### src/rtl/countdown_timer_cnt.sv
// Centisecond countdown timer (MM:SS:CC) clocked by an asynchronous 100 Hz pulse.
// Optional macro AUTO_RELOAD_EN: on reaching zero, reload from the preset and keep running.
module countdown_timer_cnt #(
    parameter int MIN_MAX = 99
) (
    input  logic       clk,
    input  logic       rst,
    input  logic       pls_in,
    input  logic       clr_pls,
    input  logic       load,
    input  logic       cnt_en,
    input  logic [6:0] pre_cs,
    input  logic [5:0] pre_s,
    input  logic [6:0] pre_m,
    output logic [6:0] cs_cnt,
    output logic [5:0] s_cnt,
    output logic [6:0] m_cnt,
    output logic       busy,
    output logic       done,
    output logic       expire
);

    typedef enum logic [1:0] {
        IDLE  = 2'd0,
        ARMED = 2'd1,
        RUN   = 2'd2,
        DONE  = 2'd3
    } state_t;

    localparam logic [6:0] MIN_MAX_C = 7'(MIN_MAX);

    state_t     state_q, state_d;
    logic       sync1_q, sync1_d, sync2_q, sync2_d, edge_q, edge_d;
    logic [6:0] cs_q, cs_d, m_q, m_d, rl_cs_q, rl_cs_d, rl_m_q, rl_m_d;
    logic [5:0] s_q, s_d, rl_s_q, rl_s_d;
    logic       busy_q, busy_d, done_q, done_d, expire_q, expire_d;

    logic       tick_s, at_zero_s, dec_zero_s, ld_zero_s;
    logic [6:0] ld_cs_s, ld_m_s, dec_cs_s, dec_m_s;
    logic [5:0] ld_s_s, dec_s_s;

    // Synchronizer and edge register; a tick marks a falling edge of the synchronized pulse
    always_comb begin
        sync1_d = pls_in;
        sync2_d = sync1_q;
        edge_d  = sync2_q;
        tick_s  = edge_q & ~sync2_q;
    end

    // Clamped preset values and the borrow-chain decrement of the current count
    always_comb begin
        ld_cs_s   = (pre_cs > 7'd99)    ? 7'd99     : pre_cs;
        ld_s_s    = (pre_s  > 6'd59)    ? 6'd59     : pre_s;
        ld_m_s    = (pre_m  > MIN_MAX_C) ? MIN_MAX_C : pre_m;
        ld_zero_s = (ld_cs_s == 7'd0) && (ld_s_s == 6'd0) && (ld_m_s == 7'd0);
        at_zero_s = (cs_q == 7'd0) && (s_q == 6'd0) && (m_q == 7'd0);
        dec_m_s   = m_q;
        if (cs_q != 7'd0) begin
            dec_cs_s = cs_q - 7'd1;
            dec_s_s  = s_q;
        end else begin
            dec_cs_s = 7'd99;
            if (s_q != 6'd0) begin
                dec_s_s = s_q - 6'd1;
            end else begin
                dec_s_s = 6'd59;
                dec_m_s = m_q - 7'd1;
            end
        end
        dec_zero_s = (dec_cs_s == 7'd0) && (dec_s_s == 6'd0) && (dec_m_s == 7'd0);
    end

    // Next-state and next-count logic; priority is clear, then load, then tick
    always_comb begin
        state_d  = state_q;
        cs_d     = cs_q;
        s_d      = s_q;
        m_d      = m_q;
        rl_cs_d  = rl_cs_q;
        rl_s_d   = rl_s_q;
        rl_m_d   = rl_m_q;
        expire_d = 1'b0;
        if (clr_pls) begin
            state_d = IDLE;
            cs_d    = 7'd0;
            s_d     = 6'd0;
            m_d     = 7'd0;
        end else if (load) begin
            cs_d    = ld_cs_s;
            s_d     = ld_s_s;
            m_d     = ld_m_s;
            rl_cs_d = ld_cs_s;
            rl_s_d  = ld_s_s;
            rl_m_d  = ld_m_s;
            state_d = ld_zero_s ? DONE : ARMED;
        end else begin
            case (state_q)
                IDLE:  state_d = IDLE;
                ARMED: state_d = cnt_en ? RUN : ARMED;
                RUN: begin
                    if (!cnt_en) begin
                        state_d = ARMED;
                    end else if (tick_s && !at_zero_s) begin
                        cs_d = dec_cs_s;
                        s_d  = dec_s_s;
                        m_d  = dec_m_s;
                        if (dec_zero_s) begin
                            expire_d = 1'b1;
`ifdef AUTO_RELOAD_EN
                            cs_d = rl_cs_q;
                            s_d  = rl_s_q;
                            m_d  = rl_m_q;
`else
                            state_d = DONE;
`endif
                        end else begin
                            state_d = RUN;
                        end
                    end else begin
                        state_d = RUN;
                    end
                end
                DONE:    state_d = DONE;
                default: state_d = IDLE;
            endcase
        end
        busy_d = (state_d == RUN);
        done_d = (state_d == DONE);
    end

    // State, count, reload and output registers
    always_ff @(posedge clk or posedge rst) begin
        if (rst) begin
            state_q  <= IDLE;
            sync1_q  <= 1'b0;
            sync2_q  <= 1'b0;
            edge_q   <= 1'b0;
            cs_q     <= 7'd0;
            s_q      <= 6'd0;
            m_q      <= 7'd0;
            rl_cs_q  <= 7'd0;
            rl_s_q   <= 6'd0;
            rl_m_q   <= 7'd0;
            busy_q   <= 1'b0;
            done_q   <= 1'b0;
            expire_q <= 1'b0;
        end else begin
            state_q  <= state_d;
            sync1_q  <= sync1_d;
            sync2_q  <= sync2_d;
            edge_q   <= edge_d;
            cs_q     <= cs_d;
            s_q      <= s_d;
            m_q      <= m_d;
            rl_cs_q  <= rl_cs_d;
            rl_s_q   <= rl_s_d;
            rl_m_q   <= rl_m_d;
            busy_q   <= busy_d;
            done_q   <= done_d;
            expire_q <= expire_d;
        end
    end

    assign cs_cnt = cs_q;
    assign s_cnt  = s_q;
    assign m_cnt  = m_q;
    assign busy   = busy_q;
    assign done   = done_q;
    assign expire = expire_q;

endmodule

### config.mk
export PLATFORM = sky130hd
export DESIGN_NAME = countdown_timer_cnt
export DESIGN_NICKNAME = d
export VERILOG_FILES = /design/src/rtl/countdown_timer_cnt.sv
export SDC_FILE = /design/constraint.sdc
export NUM_CORES = 1
export LEC_CHECK = 0
export ABC_AREA = 0
export CAP_MARGIN = 20
export CORE_MARGIN = 10
export CORE_UTILIZATION = 44
export DETAILED_ROUTE_END_ITERATION = 16
export HOLD_SLACK_MARGIN = 0.05
export PLACE_DENSITY_LB_ADDON = 0.12
export SLEW_MARGIN = 20
export SYNTH_ARGS = -nofsm -noshare
export SYNTH_HDL_FRONTEND = slang
export SYNTH_SLANG_ARGS = --single-unit
### constraint.sdc
create_clock -name clk -period 6.1 [get_ports clk]
set_clock_uncertainty 0.1 [all_clocks]
set_input_delay 1.525 -clock clk [delete_from_list [all_inputs] [get_ports clk]]
set_output_delay 1.525 -clock clk [all_outputs]
set_load 0.01 [all_outputs]
---- Yosys cells after proc, flatten, opt, wreduce, memory -nomap -nowiden ----
Index checks and enable logic that the tools add are counted.
storage, ports and cells
  flip-flop bits (word level) ............. 28
  input port bits ......................... 26
  output and inout bits ................... 23
  logic and storage cells ................. 84
cells by class
  $add $sub $neg .......................... 3
  magnitude comparators ................... 3
  equal/unequal tests ..................... 5
  muxes and demuxes ....................... 37
  bitwise gates (word level) .............. 2
  reductions and logical operators ........ 24
operators with widths
  kind                   count
  $mux W7                15
  $mux W6                8
  $logic_not A7 Y1       6
  $logic_not A6 Y1       3
  $gt A7 B7 Y1 const B   2
  $sub A7 B1 Y7 const B  2
  $mux W2                6
  $reduce_bool A3 Y1     3
  $eq A2 B2 Y1 const B   4
  $pmux W2 S4            1
  $logic_and A1 B1 Y1    7
  $mux W1                7
  $reduce_bool A7 Y1     1
  $gt A6 B6 Y1 const B   1
  $reduce_bool A6 Y1     1
  $sub A6 B1 Y6 const B  1
  $reduce_and A3 Y1      1
  $eq A2 B1 Y1 const B   1
  $logic_not A2 Y1       1
  $and A1 B1 Y1          1
  $logic_not A1 Y1       1
  $not A1 Y1             1

---- Depth between registers and ports, before layout ----
Gate-level depths: netlist of run 1.
  depth in word-level cells ............... 13
  depth in mapped cells ................... 9
  mapped depth without buffers ............ 7

---- Least setup slack after synthesis of run 1 ----
No wires, ideal clock.
  kind .................................... input port to flip-flop
  start point ............................. input port load
  end point ............................... register cs_q[2], in the netlist cs_cnt[2]
  setup time .............................. 0.124 ns
  arrival ................................. 2.565 ns
  required time ........................... 5.876 ns
  setup slack ............................. 3.312 ns
  stages .................................. 6
  path buffers ............................ 2
  path through ............................ clkbuf_1 > or2_2 > buf_1 > nor3_1 > and3_1 > a211o_1
on the way
  word-level cells in the longest chain between the ends .. 2
  elaborated cells between the ends (all ways) .. 6
  those cells by class .................... 2 x mux; 4 x reduce/logical
ends and longest elaborated chain
  what                                                            line  text
  from (decl)                                                     10    input logic load,
  $reduce_bool A3 Y1 (no source line) or $mux W7 (tied branches)  -
  $reduce_and A3 Y1 (no source line) or $mux W7 (tied branches)   -
  to (signal assigned)                                            152   cs_q <= cs_d;
  to (decl)                                                       34    logic [6:0] cs_q, cs_d, m_q, m_d, rl_cs_q, rl_cs_d, rl_m_q, rl_m_d;
Several ways; a longest one is shown, not always the timed one.
A chain may end at the register's enable or synchronous reset.

---- Final worst setup path of run 1 ----
  start point ............................. input port clr_pls
  end point ............................... register s_q[2], in the netlist s_cnt[2]
on the way
  word-level cells in the longest chain between the ends .. 2
  elaborated cells between the ends (all ways) .. 5
  those cells by class .................... 1 x mux; 4 x reduce/logical
ends and longest elaborated chain
  what                                 line  text
  from (decl)                          9     input logic clr_pls,
  $reduce_bool A3 Y1 (no source line)  -
  $reduce_and A3 Y1 (no source line)   -
  to (signal assigned)                 139   s_q <= 6'd0;
  to (signal assigned)                 153   s_q <= s_d;
  to (decl)                            35    logic [5:0] s_q, s_d, rl_s_q, rl_s_d;
Several ways; a longest one is shown, not always the timed one.

==> impl_metrics.json, run 1 <==
{
  "ys_types": 70,
  "drc": 0,
  "grt_pass1_wl_um": 10300,
  "hold_viol_final": 0,
  "dpl.hpwl_um": 4570,
  "synth_top_family_by_area": "compound AO/OA/AOI/OAI gates",
  "critical_path_class": "input pin to flop",
  "status": "finished clean",
  "r2r_slack_ns": 3.40,
  "start_kind": "input pin",
  "synth_ff_type": "dfrtp_1",
  "p_per_area_mw_per_mm2": 189,
  "p_int_uw": 326,
  "dr.pass1.iters": 5,
  "power_switching_uw": 156,
  "period_share": 0.559,
  "ys_warn_count": 0,
  "die_w_um": 87.5,
  "reg2regPathDepth": 7,
  "layout_min_cycle_time_ns": 3.41,
  "p_comb_frac": 0.302,
  "netlist.area_leader.share": 0.350,
  "synth_nets": 252,
  "viasPerCell": 6.54,
  "min_from": "sync1_q",
  "setup_ws_ns": 2.69,
  "synth-edff-count": 0,
  "port_buffers": 48,
  "nets": 294,
  "ir_worst_vdd_uv": 126,
  "slew_viol_final": 0,
  "fin_cells": 315,
  "pwr-share-seq": 0.448,
  "grt_usage": 0.166,
  "fillers": 407,
  "htreeDepth": 1,
  "yosysSeqAreaShare": 0.350,
  "synthMuxAreaShare": 0.00499,
  "ctsResizeCount": 0,
  "ctsHoldBuffers": 0,
  "grt_overflow": 0,
  "synth-xor-area-share": 0.0175,
  "dpl_cell_area_mm2": 0.00249,
  "finalSetupViolations": 0,
  "root_buffer": "clkbuf_8",
  "clk_latency_ns": 0.29,
  "cts_buffers": 3,
  "fmax_mhz": 293,
  "n_antenna_cell": 0,
  "whs_endpoint": "edge_d",
  "avgSynthCellArea_um2": 9.03,
  "rsz0062_at_grt": "no",
  "max-clock-path-buffers": 2,
  "synth_seq_cells": 28,
  "fin_util": 0.582,
  "place_inst": 311,
  "clkSlewWorstSetupHoldPaths_ns": 0.10,
  "routed_wl_um": 6140,
  "synthSimpleGateAreaFrac": 0.258,
  "synth_compound_area_frac": 0.280,
  "cts_tree": "done",
  "cp.required_ns": 6.19,
  "maxCapViolCount": 0,
  "hold_path_depth": 0,
  "async_flop_share": 1.00,
  "swShare": 0.324,
  "crit_arrival_ns": 3.49,
  "worst_pin_slew_ns": 0.947,
  "drive_above_1_share": 0.0798,
  "max-slew-margin-rel": 0.366,
  "postCtsSetupRepairBufs": 0,
  "crit_fanout": 25,
  "syn_area_mm2": 0.00200,
  "num_vias": 2061,
  "cp_slowest_cell": "clkdlybuf4s50_1",
  "power_frac_clock": 0.250,
  "fin_area_mm2": 0.00255,
  "max_stage_delay_ns": 0.89,
  "fp.dieH_um": 87.5,
  "yosys.area_share.adder": 0.0350,
  "synth.area.top_cells": "dfrtp_1, nor2_1, a21oi_1",
  "numClockSinks": 28,
  "die_area_mm2": 0.00766,
  "start_util": 0.457,
  "gp_congestion": 0.830,
  "area_delta_synth_final_pct": 27.2,
  "grt_max_degree": 29,
  "ioPinCount": 49,
  "yosysTopAreaCell": "dfrtp_1",
  "rows": 24,
  "cp_cell_sequence": "clkdlybuf4s50_1 > nor2_1 > nand2_1 > a22o_1",
  "ant_nets": 0,
  "grt_pass1_vias": 2098,
  "hold_class": "flop to flop",
  "place_ws_ns": 2.36,
  "worstReg2RegEnd": "cs_cnt[1]",
  "synthCells": 222,
  "endpoint_kind": "flop",
  "drtIter0Drc": 194,
  "wl_per_cell_um": 19.5,
  "r2r-start": "cs_cnt[0]",
  "antenna_found_initial": 0,
  "fin_setup_tns_ns": 0,
  "leakagePower_nw": 1.00,
  "coreArea_mm2": 0.00438
}
==> layer usage <==
layer / track usage / up-vias / wire length, µm
li1: - / 944 / -
met1: 0.212 / 1000 / 2650
met2: 0.261 / 108 / 2790
met3: 0.0478 / 9 / 621
met4: 0.0551 / 0 / 84
met5: 0 / - / 0
==> power by group through the flow <==
stage	logic, mW	clock network [mW]	registers, mW
3_3_place_gp	0.145	0	0.219
3_5_place_dp	0.146	0	0.219
6_report	0.146	0.121	0.216
5_1_grt	0.161	0.128	0.219
2_1_floorplan	0.0809	0	0.220
4_1_cts	0.146	0.124	0.216
==> sequential cells by signal, indices dropped and copies added (netlist names) <==
register and cells:
busy 1, cs_cnt 7, done 1, edge_d 1
edge_q 1, expire 1, m_cnt 7, s_cnt 6
state_q 2, sync1_q 1
==> worst max-delay path, delay by kind of cell <==
family                 cells  cell delay, ns
AO/OA/AOI/OAI              1            0.25
buffers and inverters      1            0.89
AND/OR/NAND/NOR            2            0.82
==> synthesized netlist by cell type, drive strengths merged (4+ instances only) <==
cell	instances
clkbuf	5
xnor2	4
nor3	9
nor2	15
nand3	4
buf	7
o21ai	10
and4	4
dfrtp	28
a311oi	5
a21oi	12
nand4	5
a22oi	5
inv	13
nand2	14
nor4	8
ha	4
a21o	4
==> stage by stage <==
stage	total power, mW	hold WS [ns]
after floorplan	0.301	0.231
after global placement	0.365	0.234
after detailed placement	0.365	0.239
after CTS	0.486	0.263
after global routing	0.507	0.274
final	0.483	0.257
==> how the worst max path moves through the flow <==
| stage | startpoint | end | slack [ns] | cells past startpoint |
|---|---|---|---|---|
| after floorplan | load | cs_cnt[2] | 3.31 | 6 |
| after global placement | clr_pls | s_cnt[2] | 2.39 | 4 |
| after detailed placement | clr_pls | s_cnt[2] | 2.36 | 4 |
| after CTS | clr_pls | s_cnt[2] | 2.68 | 4 |
| after global routing | clr_pls | s_cnt[2] | 2.46 | 4 |
| final | clr_pls | s_cnt[2] | 2.69 | 4 |
==> layout make-up <==
type | count | area [µm²] | area share
well taps | 52 | 65.1 | 0.0255
inverters | 13 | 48.8 | 0.0191
repair buffers | 49 | 488 | 0.191
flip-flops and latches | 28 | 701 | 0.275
multi-input cells | 169 | 1190 | 0.468
clock buffers | 4 | 55.1 | 0.0216
==> kinds of logic after synthesis <==
kind of cell	count (synthesis)
multiplexers	1
flip-flops	28
buffers and inverters	25
AO/OA/AOI/OAI	73
XOR/XNOR	4
AND/OR/NAND/NOR	85
adder cells (fa/ha/maj)	6
==> cells in the final DEF, fill, tap and decap left out, types with 3 or more instances in the layout <==
cell             count
a21o_1               3
a21oi_1             11
a22oi_1              5
a311oi_1             5
a31oi_1              3
and2_1               3
and4_1               4
clkbuf_8             4
clkdlybuf4s50_1     48
dfrtp_1             28
ha_1                 4
inv_1               12
nand2_1             14
nand3_1              4
nand4_1              5
nor2_1              15
nor2b_1              3
nor3_1               8
nor4_1               6
o21a_1               3
o21ai_0              6
o21ai_1              4
or2_2                3
or3_1                3
xnor2_1              4
Note: power is estimated with default switching activity, not from simulation.
==> inputs of run 2 (changes only) <==
==> constraint.sdc (replaced) <==
create_clock -name clk -period 3.3 [get_ports clk]
set_clock_uncertainty 0.1 [all_clocks]
set_input_delay 0.825 -clock clk [delete_from_list [all_inputs] [get_ports clk]]
set_output_delay 0.825 -clock clk [all_outputs]
set_load 0.01 [all_outputs]
==> run 2 against run 1 <==
Worst hold slack gained 0.011 ns. Clock-buffer cell count decreased by 1. Flip-flop and latch count is the same. Register-to-register slack worse by 2.8 ns. Power increased by 98%. Global-route usage about the same. Sequential share of layout area shrank 0.57 points. Non-clock buffer count rose by 5. Largest power group unchanged. Final cell count increased by 1.6%. Die area unchanged. Wire length grew 1.9%.
==> impl_metrics.json, run 2 (synthesized netlist as in run 1, its figures left out) <==
{
  "gp_congestion": 0.893,
  "max-clock-path-buffers": 2,
  "rows": 24,
  "htreeDepth": 1,
  "port_buffers": 48,
  "crit_fanout": 7,
  "leakagePower_nw": 1.03,
  "n_antenna_cell": 0,
  "place_inst": 316,
  "endpoint_kind": "flop",
  "slew_viol_final": 0,
  "grt_usage": 0.166,
  "numClockSinks": 28,
  "layout_min_cycle_time_ns": 2.66,
  "start_util": 0.457,
  "power_uw": 955,
  "viasPerCell": 6.30,
  "ioPinCount": 49,
  "maxCapViolCount": 0,
  "grt_max_degree": 29,
  "root_buffer": "clkbuf_8",
  "clkSlewWorstSetupHoldPaths_ns": 0.11,
  "dr.pass1.iters": 4,
  "p_per_area_mw_per_mm2": 367,
  "cp_cell_sequence": "inv_1 > ha_1 > nor4bb_1 > nand4_1 > xnor2_1 > a2111o_1 > and3b_1",
  "layout_commonest_cell": "clkdlybuf4s50_1",
  "start_kind": "flop",
  "reg2regPathDepth": 7,
  "grt_overflow": 0,
  "cp.required_ns": 3.39,
  "postCtsSetupRepairBufs": 0,
  "grt_pass1_wl_um": 10400,
  "hold_ws_ns": 0.268,
  "hold_path_depth": 0,
  "drive_above_1_share": 0.0933,
  "multi_input_comb_area_mm2": 0.00119,
  "grt_pass1_vias": 2044,
  "drtIter0Drc": 202,
  "fp.dieH_um": 87.5,
  "antenna_found_initial": 0,
  "die_area_mm2": 0.00766,
  "regArea_um2": 701,
  "clk_latency_ns": 0.29,
  "dpl.hpwl_um": 4670,
  "ctsHoldBuffers": 0,
  "area_delta_synth_final_pct": 29.9,
  "max-slew-margin-rel": 0.659,
  "max_stage_delay_ns": 0.47,
  "die_w_um": 87.5,
  "rsz0062_at_grt": "no",
  "fin_setup_tns_ns": 0,
  "ir_worst_vdd_uv": 185,
  "status": "finished clean",
  "fillers": 406,
  "crit_arrival_ns": 2.75,
  "final_cell_mix": "clkdlybuf4s50_1, dfrtp_1, nor2_1",
  "fin_cells": 320,
  "wl_per_cell_um": 19.6,
  "nets": 299,
  "period_share": 0.807,
  "fmax_mhz": 375,
  "finalSetupViolations": 0,
  "critical_path_class": "flop to flop",
  "num_vias": 2017,
  "ctsResizeCount": 0,
  "coreArea_mm2": 0.00438,
  "ant_nets": 0,
  "drc": 0,
  "hold_viol_final": 0,
  "worst_pin_slew_ns": 0.507,
  "routed_wl_um": 6260,
  "hold_class": "flop to flop",
  "cts_buffers": 3,
  "cp_slowest_cell": "dfrtp_1",
  "cts_tree": "done"
}
[run 2: changes by cell type in the layout (fill, tap and decap cells not counted), sizes merged]
cell    change
clkbuf      -1
buf         +5
bufinv      +1
[run 2: final cells by class]
| type | instances | share of cell area |
|---|---|---|
| Timing Repair Buffer | 54 | 0.202 |
| Clock inverter | 1 | 0.0115 |
| Clock buffer | 3 | 0.0159 |
| Multi-Input combinational cell | 169 | 0.458 |
| Sequential cell | 28 | 0.269 |
| Inverter | 13 | 0.0187 |
| Tap cell | 52 | 0.0250 |
[run 2: report_power, final]
| group | switching, mW | leakage [nW] | internal (mW) |
|---|---|---|---|
| combinational | 0.141 | 0.635 | 0.135 |
| sequential | 0.0344 | 0.363 | 0.365 |
| clock | 0.117 | 0.0357 | 0.163 |
| total | 0.293 | 1.03 | 0.663 |
[run 2: routing by layer]
layer	vias to the layer above	wire length, µm	global-route usage
met2	68	2910	0.263
met3	9	423	0.0440
met5	-	0	0
met1	984	2850	0.220
met4	0	74	0.0391
li1	956	-	-
[run 2: stage by stage]
step                       util  cell area (µm²)  setup slack, ns
after floorplan               -             2000             1.04
after global placement    0.578             2530            0.644
after detailed placement  0.578             2530            0.643
after CTS                 0.594             2600            0.664
after global routing      0.594             2600            0.400
final                     0.594             2600            0.635
[run 2: worst max-delay path: cells and delay by family (launching register included)]
family                     cells  cell delay [ns]
AOI/OAI and AO/OA              1             0.43
xor gates and xnor gates       1             0.22
adders and majority gates      1             0.28
buffers and inverters          1             0.11
DFF                            1             0.47
and+or+nand+nor                3             0.94
[run 2: final timing paths]
check                                from        end  slack (ns)
worst max-delay path            cs_cnt[0]       busy        0.64
worst min-delay path              sync1_q     edge_d        0.27
worst max register to register  cs_cnt[0]       busy        0.64
worst min register to register    sync1_q     edge_d        0.27
max in group asynchronous             rst  cs_cnt[5]        2.02
min in group asynchronous             rst     expire        0.79
==> inputs of run 3 (changes only) <==
==> constraint.sdc (replaced) <==
create_clock -name clk -period 2.5 [get_ports clk]
set_clock_uncertainty 0.1 [all_clocks]
set_input_delay 0.625 -clock clk [delete_from_list [all_inputs] [get_ports clk]]
set_output_delay 0.625 -clock clk [all_outputs]
set_load 0.01 [all_outputs]
==> run 3 against run 2 <==
Wire length grew 7.7%. Worst hold slack got worse by 0.0050 ns. Core utilization grew 3.9 points. Final cell count increased by 5.6%. Die area is the same. Non-clock buffer count increased by 18.
==> impl_metrics.json, run 3 (synthesized netlist as in run 1, its figures left out) <==
{
  "hold_viol_final": 0,
  "maxCapViolCount": 0,
  "cp_slowest_cell": "a2111o_1",
  "worstReg2RegEnd": "busy",
  "reg2regPathDepth": 7,
  "r2r-start": "cs_cnt[1]",
  "routed_wl_um": 6740,
  "endpoint_kind": "flop",
  "worst_pin_slew_ns": 0.578,
  "root_buffer": "clkbuf_8",
  "endpoint": "busy",
  "dpl.hpwl_um": 5050,
  "gp_congestion": 0.920,
  "rows": 24,
  "grt_pass1_vias": 2202,
  "grt_overflow": 0,
  "fp.dieH_um": 87.5,
  "die_area_mm2": 0.00766,
  "layout_min_cycle_time_ns": 2.34,
  "n_antenna_cell": 0,
  "grt_usage": 0.175,
  "finalSetupViolations": 0,
  "area_delta_synth_final_pct": 38.5,
  "leakagePower_nw": 1.13,
  "max-clock-path-buffers": 2,
  "slew_viol_final": 0,
  "start_util": 0.457,
  "coreArea_mm2": 0.00438,
  "r2r_slack_ns": 0.16,
  "cts_buffers": 3,
  "wl_per_cell_um": 19.9,
  "nets": 317,
  "start_kind": "flop",
  "cp.required_ns": 2.58,
  "grt_max_degree": 29,
  "grt_pass1_wl_um": 10800,
  "viasPerCell": 6.40,
  "port_buffers": 48,
  "final_cell_mix": "clkdlybuf4s50_1, dfrtp_1, buf_4",
  "max_stage_delay_ns": 0.44,
  "ir_worst_vdd_uv": 309,
  "critical_path_class": "flop to flop",
  "p_per_area_mw_per_mm2": 476,
  "rsz0062_at_grt": "no",
  "postCtsSetupRepairBufs": 0,
  "die_w_um": 87.5,
  "dr.pass1.iters": 5,
  "drc": 0,
  "status": "finished clean",
  "drive_above_1_share": 0.164,
  "antenna_found_initial": 0,
  "htreeDepth": 1,
  "hold_path_depth": 0,
  "cts_tree": "done",
  "fin_util": 0.633,
  "clkSlewWorstSetupHoldPaths_ns": 0.10,
  "cp_cell_sequence": "inv_1 > ha_4 > or3b_4 > mux2i_1 > o211ai_1 > a2111o_1 > and3b_1",
  "fmax_mhz": 427,
  "num_vias": 2163,
  "numClockSinks": 28,
  "ant_nets": 0,
  "hold_class": "flop to flop",
  "crit_path_start": "cs_cnt[1]",
  "period_share": 0.936,
  "crit_arrival_ns": 2.42,
  "layout_commonest_cell": "clkdlybuf4s50_1",
  "ctsHoldBuffers": 0,
  "max-slew-margin-rel": 0.612,
  "drtIter0Drc": 316,
  "ioPinCount": 49,
  "clk_latency_ns": 0.29,
  "fillers": 390,
  "fin_setup_tns_ns": 0,
  "crit_fanout": 7
}
## run 3: cell types whose count changed in the layout (fill, tap and decap cells not counted), sizes merged
cell	before	now
buf	6	24
## run 3: cell type report
type / instances / area (µm²) / share of cell area
clock buffer: 3 / 41.3 / 0.0149
clock inverter: 1 / 30.0 / 0.0108
inverter: 13 / 48.8 / 0.0176
multi-input combinational: 169 / 1230 / 0.443
sequential: 28 / 701 / 0.252
tap: 52 / 65.1 / 0.0234
timing repair buffer: 72 / 661 / 0.238
## run 3: worst min-delay path by stage
| stage | slack (ns) | start | end |
|---|---|---|---|
| floorplan | 0.23 | sync1_q | edge_d |
| global placement | 0.24 | sync1_q | edge_d |
| detailed placement | 0.24 | sync1_q | edge_d |
| CTS | 0.27 | sync1_q | edge_d |
| global route | 0.28 | sync1_q | edge_d |
| finish | 0.26 | sync1_q | edge_d |
## run 3: per-stage QoR
stage                     std cells  worst slack, ns  cell area (µm²)  power, mW  hold slack (ns)
after floorplan                 222            0.236             2000      0.733            0.231
after global placement          334           0.0460             2670      0.928            0.236
after detailed placement        334          0.00253             2670      0.931            0.242
after CTS                       338          0.00154             2740       1.31            0.268
after global routing            338           0.0216             2780       1.38            0.280
final                           338            0.161             2780       1.32            0.263
## run 3: critical path: cells and delay by family (launching register included)
kind / cells / cell delay (ns)
simple gates: 2 / 0.61
compound gates: 2 / 0.60
flops: 1 / 0.39
mux: 1 / 0.22
fa+ha+maj: 1 / 0.19
buf+inv: 1 / 0.13
## run 3: metal layers
metal  part of all wire  routed length (µm)  global-route usage
met1               0.43                2900               0.222
met2               0.46                3110               0.280
met3              0.090                 609              0.0468
met4              0.018                 121              0.0565
met5                  0                   0                   0
## run 3: power by group
group          internal [mW]  switching (mW)
sequential             0.482          0.0340
combinational          0.213           0.215
clock                  0.215           0.163
total                  0.910           0.412
## run 3: repair_timing
item	4_1_cts	5_1_grt
hold endpoints to repair	0	0
gates resized for setup	1	6
pin swaps	0	1
setup endpoints to repair	5	17
